<file path="src/rtl/regfile_mp.sv">
// Multi-port register file with two prioritised write ports, optional bypass,
// optional hardwired zero register and a per-register busy scoreboard.
module regfile_mp #(
  parameter int DATA_W   = 32,
  parameter int ADDR_W   = 5,
  parameter int NUM_RD   = 2,
  parameter int BYPASS   = 1,
  parameter int ZERO_REG = 1
) (
  input  logic                       clk,
  input  logic                       rst,
  input  logic [NUM_RD*ADDR_W-1:0]   RdReg,
  output logic [NUM_RD*DATA_W-1:0]   RdData,
  output logic [NUM_RD-1:0]          RdBusy,
  input  logic                       WrEn0,
  input  logic [ADDR_W-1:0]          WrReg0,
  input  logic [DATA_W-1:0]          WrData0,
  input  logic                       WrEn1,
  input  logic [ADDR_W-1:0]          WrReg1,
  input  logic [DATA_W-1:0]          WrData1,
  input  logic                       IssEn,
  input  logic [ADDR_W-1:0]          IssReg,
  output logic                       AnyBusy
);

  localparam int DEPTH = 1 << ADDR_W;

  logic [DEPTH-1:0][DATA_W-1:0] r_mem;
  logic [DEPTH-1:0]             r_busy;
  logic [DEPTH-1:0]             w_busy_next;
  logic                         w_we0;
  logic                         w_we1;

  assign w_we0 = WrEn0 && !((ZERO_REG != 0) && (WrReg0 == '0));
  assign w_we1 = WrEn1 && !((ZERO_REG != 0) && (WrReg1 == '0));

  // Set wins over clear so a fresh issue is never lost to an older writeback.
  always_comb begin
    w_busy_next = r_busy;
    for (int r = 0; r < DEPTH; r++) begin
      if (IssEn && (IssReg == ADDR_W'(r))) begin
        w_busy_next[r] = 1'b1;
      end else if ((WrEn0 && (WrReg0 == ADDR_W'(r))) ||
                   (WrEn1 && (WrReg1 == ADDR_W'(r)))) begin
        w_busy_next[r] = 1'b0;
      end
    end
    if (ZERO_REG != 0) begin
      w_busy_next[0] = 1'b0;
    end
  end

  // Port 1 is written last so it overrides port 0 on an address collision.
  always_ff @(posedge clk or posedge rst) begin
    if (rst) begin
      r_mem  <= '0;
      r_busy <= '0;
    end else begin
      if (w_we0) r_mem[WrReg0] <= WrData0;
      if (w_we1) r_mem[WrReg1] <= WrData1;
      r_busy <= w_busy_next;
    end
  end

  for (genvar k = 0; k < NUM_RD; k++) begin : g_rd
    logic [ADDR_W-1:0] w_addr;
    logic [DATA_W-1:0] w_data;

    assign w_addr = RdReg[k*ADDR_W +: ADDR_W];

    always_comb begin
      w_data = r_mem[w_addr];
      if (BYPASS != 0) begin
        if (WrEn1 && (WrReg1 == w_addr)) begin
          w_data = WrData1;
        end else if (WrEn0 && (WrReg0 == w_addr)) begin
          w_data = WrData0;
        end
      end
      if ((ZERO_REG != 0) && (w_addr == '0)) w_data = '0;
      if (rst) w_data = '0;
    end

    assign RdData[k*DATA_W +: DATA_W] = w_data;
    // Registered busy only: a same-cycle writeback drops the bit one cycle later.
    assign RdBusy[k] = !rst && r_busy[w_addr];
  end

  assign AnyBusy = !rst && (|r_busy);

endmodule

</file>
<file path="config.mk">
export PLATFORM = sky130hd
export DESIGN_NAME = regfile_mp
export DESIGN_NICKNAME = d
export VERILOG_FILES = /design/src/rtl/regfile_mp.sv
export SDC_FILE = /design/constraint.sdc
export NUM_CORES = 2
export LEC_CHECK = 0
export BUFFER_PORTS_ARGS = -buffer_cell sky130_fd_sc_hd__buf_4
export CAP_MARGIN = 20
export CORE_AREA = 2 2 337 339
export DETAILED_ROUTE_END_ITERATION = 12
export DIE_AREA = 0 0 339 341
export PLACE_DENSITY = 0.82
export REMOVE_ABC_BUFFERS = 1
export SYNTH_ARGS = -nofsm -noshare
export SYNTH_HDL_FRONTEND = slang
export SYNTH_SLANG_ARGS = --single-unit
</file>
<file path="constraint.sdc">
create_clock -name clk -period 35.8 [get_ports clk]
set_input_delay 0 -clock clk [delete_from_list [all_inputs] [get_ports clk]]
set_output_delay 0 -clock clk [all_outputs]
set_load 0.1 [all_outputs]
</file>
==> results.md <==
* Run status: finished clean
* Number of warnings issued by yosys at 0
* Number of optimization iterations in the first detailed-route pass at 9
* Cell depth of the worst hold path at 4
* Number of instances resized during post-cts repair at 0
* Die width at approximately 340 um
* Flip-flop and latch count after synthesis at ~1.1k
* Vertical die dimension at 341 um
* Placeable core region at 0.112 mm2
* Cell family contributing the most delay on the critical path: buffers and inverters
* Filler instances at 8295
* Largest stage delay, worst path at 790 ps
* Cell with the biggest individual delay on the critical path: sky130_fd_sc_hd__buf_4
* Boundary pin count at approximately 160
* Final number of hold-violating endpoints at 0
* Combinational family with the most area after synthesis: multiplexers
* Kind of end point of the critical path: primary output
* Placer Congestion at 0.953
* Clock network power share at 29.5%
* Routed WL per cell at 32.6 um
* Number of stages on the worst setup path at 10
* HPWL reported at the end of detailed placement at 136000 um
* Combinational fraction of design power at around 28%
* Crit path arrival time at 4290 ps
* GRT Util Overall at between 40% and 50%
* Effective utilization at floorplan at ~60%
* Synth Area in Adders at 0%
* Level count of the clock H-tree at 3
* Power dissipated by switching net loads at about 1.4 mW
* Synth Instances at 6489
* Post-synth design cell area at 0.0669 mm2
* Share of power burned in registers at 42.9%
* Setup slack of the critical path after layout at between 30000 and 40000 ps
* Total routed wirelength at 253000 um
* Dpl cell area at between 0.06 and 0.07 mm2
* Cell internal pwr at 2.77 mW
* Final core utilization at 64.9%
* Post-layout net count at 6249
* Critical register-to-register path endpoint: r_mem[587]
* Clock Path Buffers at 3
* Number of flops mapped to enable cells by yosys at 0
* RSZ-0062 raised after global routing: no
* Clock slew at reported path FFs at 60 ps
* Final instance area at 0.0726 mm2
* CP dominant cell by count: sky130_fd_sc_hd__a21oi_1
* Overflow left after global routing at 0
* Post-synthesis cell type count at 53
* Share of the synthesized netlist area taken by xor and xnor gates at 0.262%
* Final critical path time including I/O delays and setup at 4290 ps
* Count of maximum capacitance violations at 0
* DRC violation count after routing at 0
* FF-to-FF Start: r_mem[587]
* Min-Delay Path Class: input pin to register
* Share of post-route cells with drive strength above 1 at 15.9%
* Maximum number of pins on one net before global-route repair at 189
* Hold Crit Start: WrReg0[0]
* Layout Skew at 0 ps
* Final setup TNS at 0 ps
* Register-to-Register Setup Slack at 34400 ps
* Syn-to-layout area delta at 8.60%
* Critical path buffers and inverters at 4
* Clk_lat worst skew at approximately 750 ps
* Filler-free cell count of the finished design at 7748
* Total length of routed met2 wires at 106000 um
* ANT nets after route at 0
* Power density over the cells at 57.1 mW/mm2
* Start-to-end type of the worst setup path: input pin to primary output
* Number of rows in the core area at 123
* Post-Place Worst Slack at 31700 ps
* Iteration-0 DRC Markers at between 10k and 15k
* Cell-by-cell trace of the critical path: buf_8 -> buf_4 -> buf_12 -> mux2i_1 -> a221oi_1 -> o21ai_0 -> a21oi_1 -> a21oi_1 -> a21oi_1 -> buf_4
* Total length of routed met3 wires at 42000 um
* CTS tree: done
* Max-slew headroom at the worst pin at around 16%
* Total CTS buffers at 112
* Post-synthesis simple-gate area fraction at 7.59%
* Number of antenna violations at the first check in global routing at 5
* Count of cells along the worst register-to-register path at 3
* Highest routing layer actually used: met5
* Compound-gate portion of the synthesized area at about 16%
* Total power at 4.15 mW
* Switching Fraction at 33.3%
* Post-DR vias/cell at 7.68
* Placed insts at 7415
* Tightest Pin Transition at 1260 ps
* Seq/Total Area, Yosys at 39.5%
* Final critical-path share of the clock period at about an eighth
* Achievable frequency at 233 MHz
* Count of endpoints failing setup in the final report at 0
* Share of cell area taken by muxes after synthesis at 31.3%
* Wire length of the first global-routing pass at 374000 um
* CTS sink cnt at 1055
* Worst endpoint required time at 35800 ps
* Post-CTS setup-driven buffer insertion count at 0
* Proportion of synthesized flip-flops having asynchronous set or reset at 100%
* Kind of launch point of the worst setup path: input pin
* Synthesized area per cell at 10.3 um2
* Worst hold-check slack at between 20 and 30 ps
* Final count of pins violating max slew at 0
* Buffer type at the clock tree root: sky130_fd_sc_hd__clkbuf_16
* Leakage power at 34.2 nW
* Maximum resistive drop on vdd at 0.0431 mV
* Vias in the first global route at 58.1k
* Commonest register cell after synthesis: sky130_fd_sc_hd__dfrtp_1
* Number of buffers added on ports at 160
* WL met1 at approximately 80000 um
* Number of vias in the routed layout at 59.5k
* Worst hold path endpoint: r_mem[62]
* Full die area at around 0.12 mm2
* Maximum fanout along the worst path at ~110
## tightest hold or removal path, delay by kind of cell
kind	cells	cell delay, ps
compound gates	2	320
simple gates	1	250
buf+inv	1	180
## layout make-up
cell class,count,area [um2],area share [%]
antenna,3,7.51,0.0103
clock buffer,163,3280,4.51
clock inverter,41,499,0.687
inverter,5,28.8,0.0396
multi-input combinational,4597,37100,51.1
sequential,1055,26400,36.4
tap,1500,1880,2.58
timing repair buffer,384,3400,4.68
## metal layers
metal	vias up	track usage [%]
li1	23300	-
met1	28500	53.9
met2	6004	60.4
met3	1605	17.1
met4	12	31.6
met5	-	0.613
## cells by family after synthesis
logic type      Yosys count
mux                    1543
xor+xnor                 20
compound gates         1770
simple gates           1264
buf+inv                 837
flops                  1055
## cell usage after synthesis (6+ instances only)
| library cell | number | area [um2] |
|---|---|---|
| sky130_fd_sc_hd__o21ai_0 | 335 | 1680 |
| sky130_fd_sc_hd__a22oi_1 | 142 | 1070 |
| sky130_fd_sc_hd__nor2b_1 | 34 | 213 |
| sky130_fd_sc_hd__buf_4 | 43 | 323 |
| sky130_fd_sc_hd__a221oi_1 | 116 | 1020 |
| sky130_fd_sc_hd__xor2_1 | 12 | 105 |
| sky130_fd_sc_hd__nand2b_1 | 6 | 37.5 |
| sky130_fd_sc_hd__nand3_1 | 14 | 70.1 |
| sky130_fd_sc_hd__a2111oi_0 | 6 | 52.6 |
| sky130_fd_sc_hd__and2_1 | 10 | 62.6 |
| sky130_fd_sc_hd__and3_1 | 7 | 43.8 |
| sky130_fd_sc_hd__a221o_1 | 6 | 60.1 |
| sky130_fd_sc_hd__mux2i_1 | 1102 | 11000 |
| sky130_fd_sc_hd__buf_1 | 36 | 135 |
| sky130_fd_sc_hd__a211oi_1 | 18 | 135 |
| sky130_fd_sc_hd__a32o_1 | 28 | 280 |
| sky130_fd_sc_hd__nand2_1 | 334 | 1250 |
| sky130_fd_sc_hd__nor2_1 | 800 | 3000 |
| sky130_fd_sc_hd__nor4_1 | 14 | 87.6 |
| sky130_fd_sc_hd__a32oi_1 | 132 | 1160 |
| sky130_fd_sc_hd__buf_6 | 25 | 282 |
| sky130_fd_sc_hd__nor3_1 | 9 | 45.0 |
| sky130_fd_sc_hd__nor2_2 | 12 | 75.1 |
| sky130_fd_sc_hd__dfrtp_1 | 1055 | 26400 |
| sky130_fd_sc_hd__o21ai_1 | 14 | 70.1 |
| sky130_fd_sc_hd__buf_2 | 171 | 856 |
| sky130_fd_sc_hd__nor3b_1 | 10 | 75.1 |
| sky130_fd_sc_hd__a21oi_1 | 963 | 4820 |
| sky130_fd_sc_hd__mux4_2 | 439 | 9890 |
| sky130_fd_sc_hd__clkbuf_1 | 544 | 2040 |
| sky130_fd_sc_hd__xnor2_1 | 8 | 70.1 |
## worst max-delay path by stage
stage | start | to | slack, ps
4_1_cts | RdReg[5] | RdData[43] | 31690
6_report | RdReg[0] | RdData[2] | 31510
2_1_floorplan | rst | r_busy[10] | 6100
3_3_place_gp | RdReg[0] | RdData[16] | 31660
5_1_grt | RdReg[5] | RdData[56] | 31350
3_5_place_dp | RdReg[0] | RdData[16] | 31700
## power by group through the flow
| stage | logic [mW] | clock network [mW] | registers (mW) |
|---|---|---|---|
| finish | 1.15 | 1.22 | 1.78 |
| global route | 1.22 | 1.27 | 1.80 |
| CTS | 1.12 | 1.21 | 1.75 |
| detailed placement | 1.09 | 0 | 1.77 |
| global placement | 1.05 | 0 | 1.74 |
| floorplan | 0.816 | 0 | 1.69 |
## state kept, by name, indices dropped and copies added (netlist names)
name,count
r_busy,31
r_mem,1024
## what timing repair did
item / in CTS / in global routing
endpoints found under the setup margin: 0 / 0
hold buffers: 119 / 0
endpoints found under the hold margin: 1125 / 0
## placed cells by master (no fill, tap or decap), drive strengths merged, types with 12 or more instances in the layout
cell type       n
mux2i        1102
dfrtp        1055
a21oi         964
nor2          812
mux4          439
o21ai         349
nand2         334
buf           265
clkbuf        163
a22oi         143
a32oi         132
dlygate4sd3   119
a221oi        119
nor2b          34
a32o           28
clkinv         28
a211oi         18
nor4           15
nand3          14
xor2           12
Note: power is estimated with default switching activity, not from simulation.
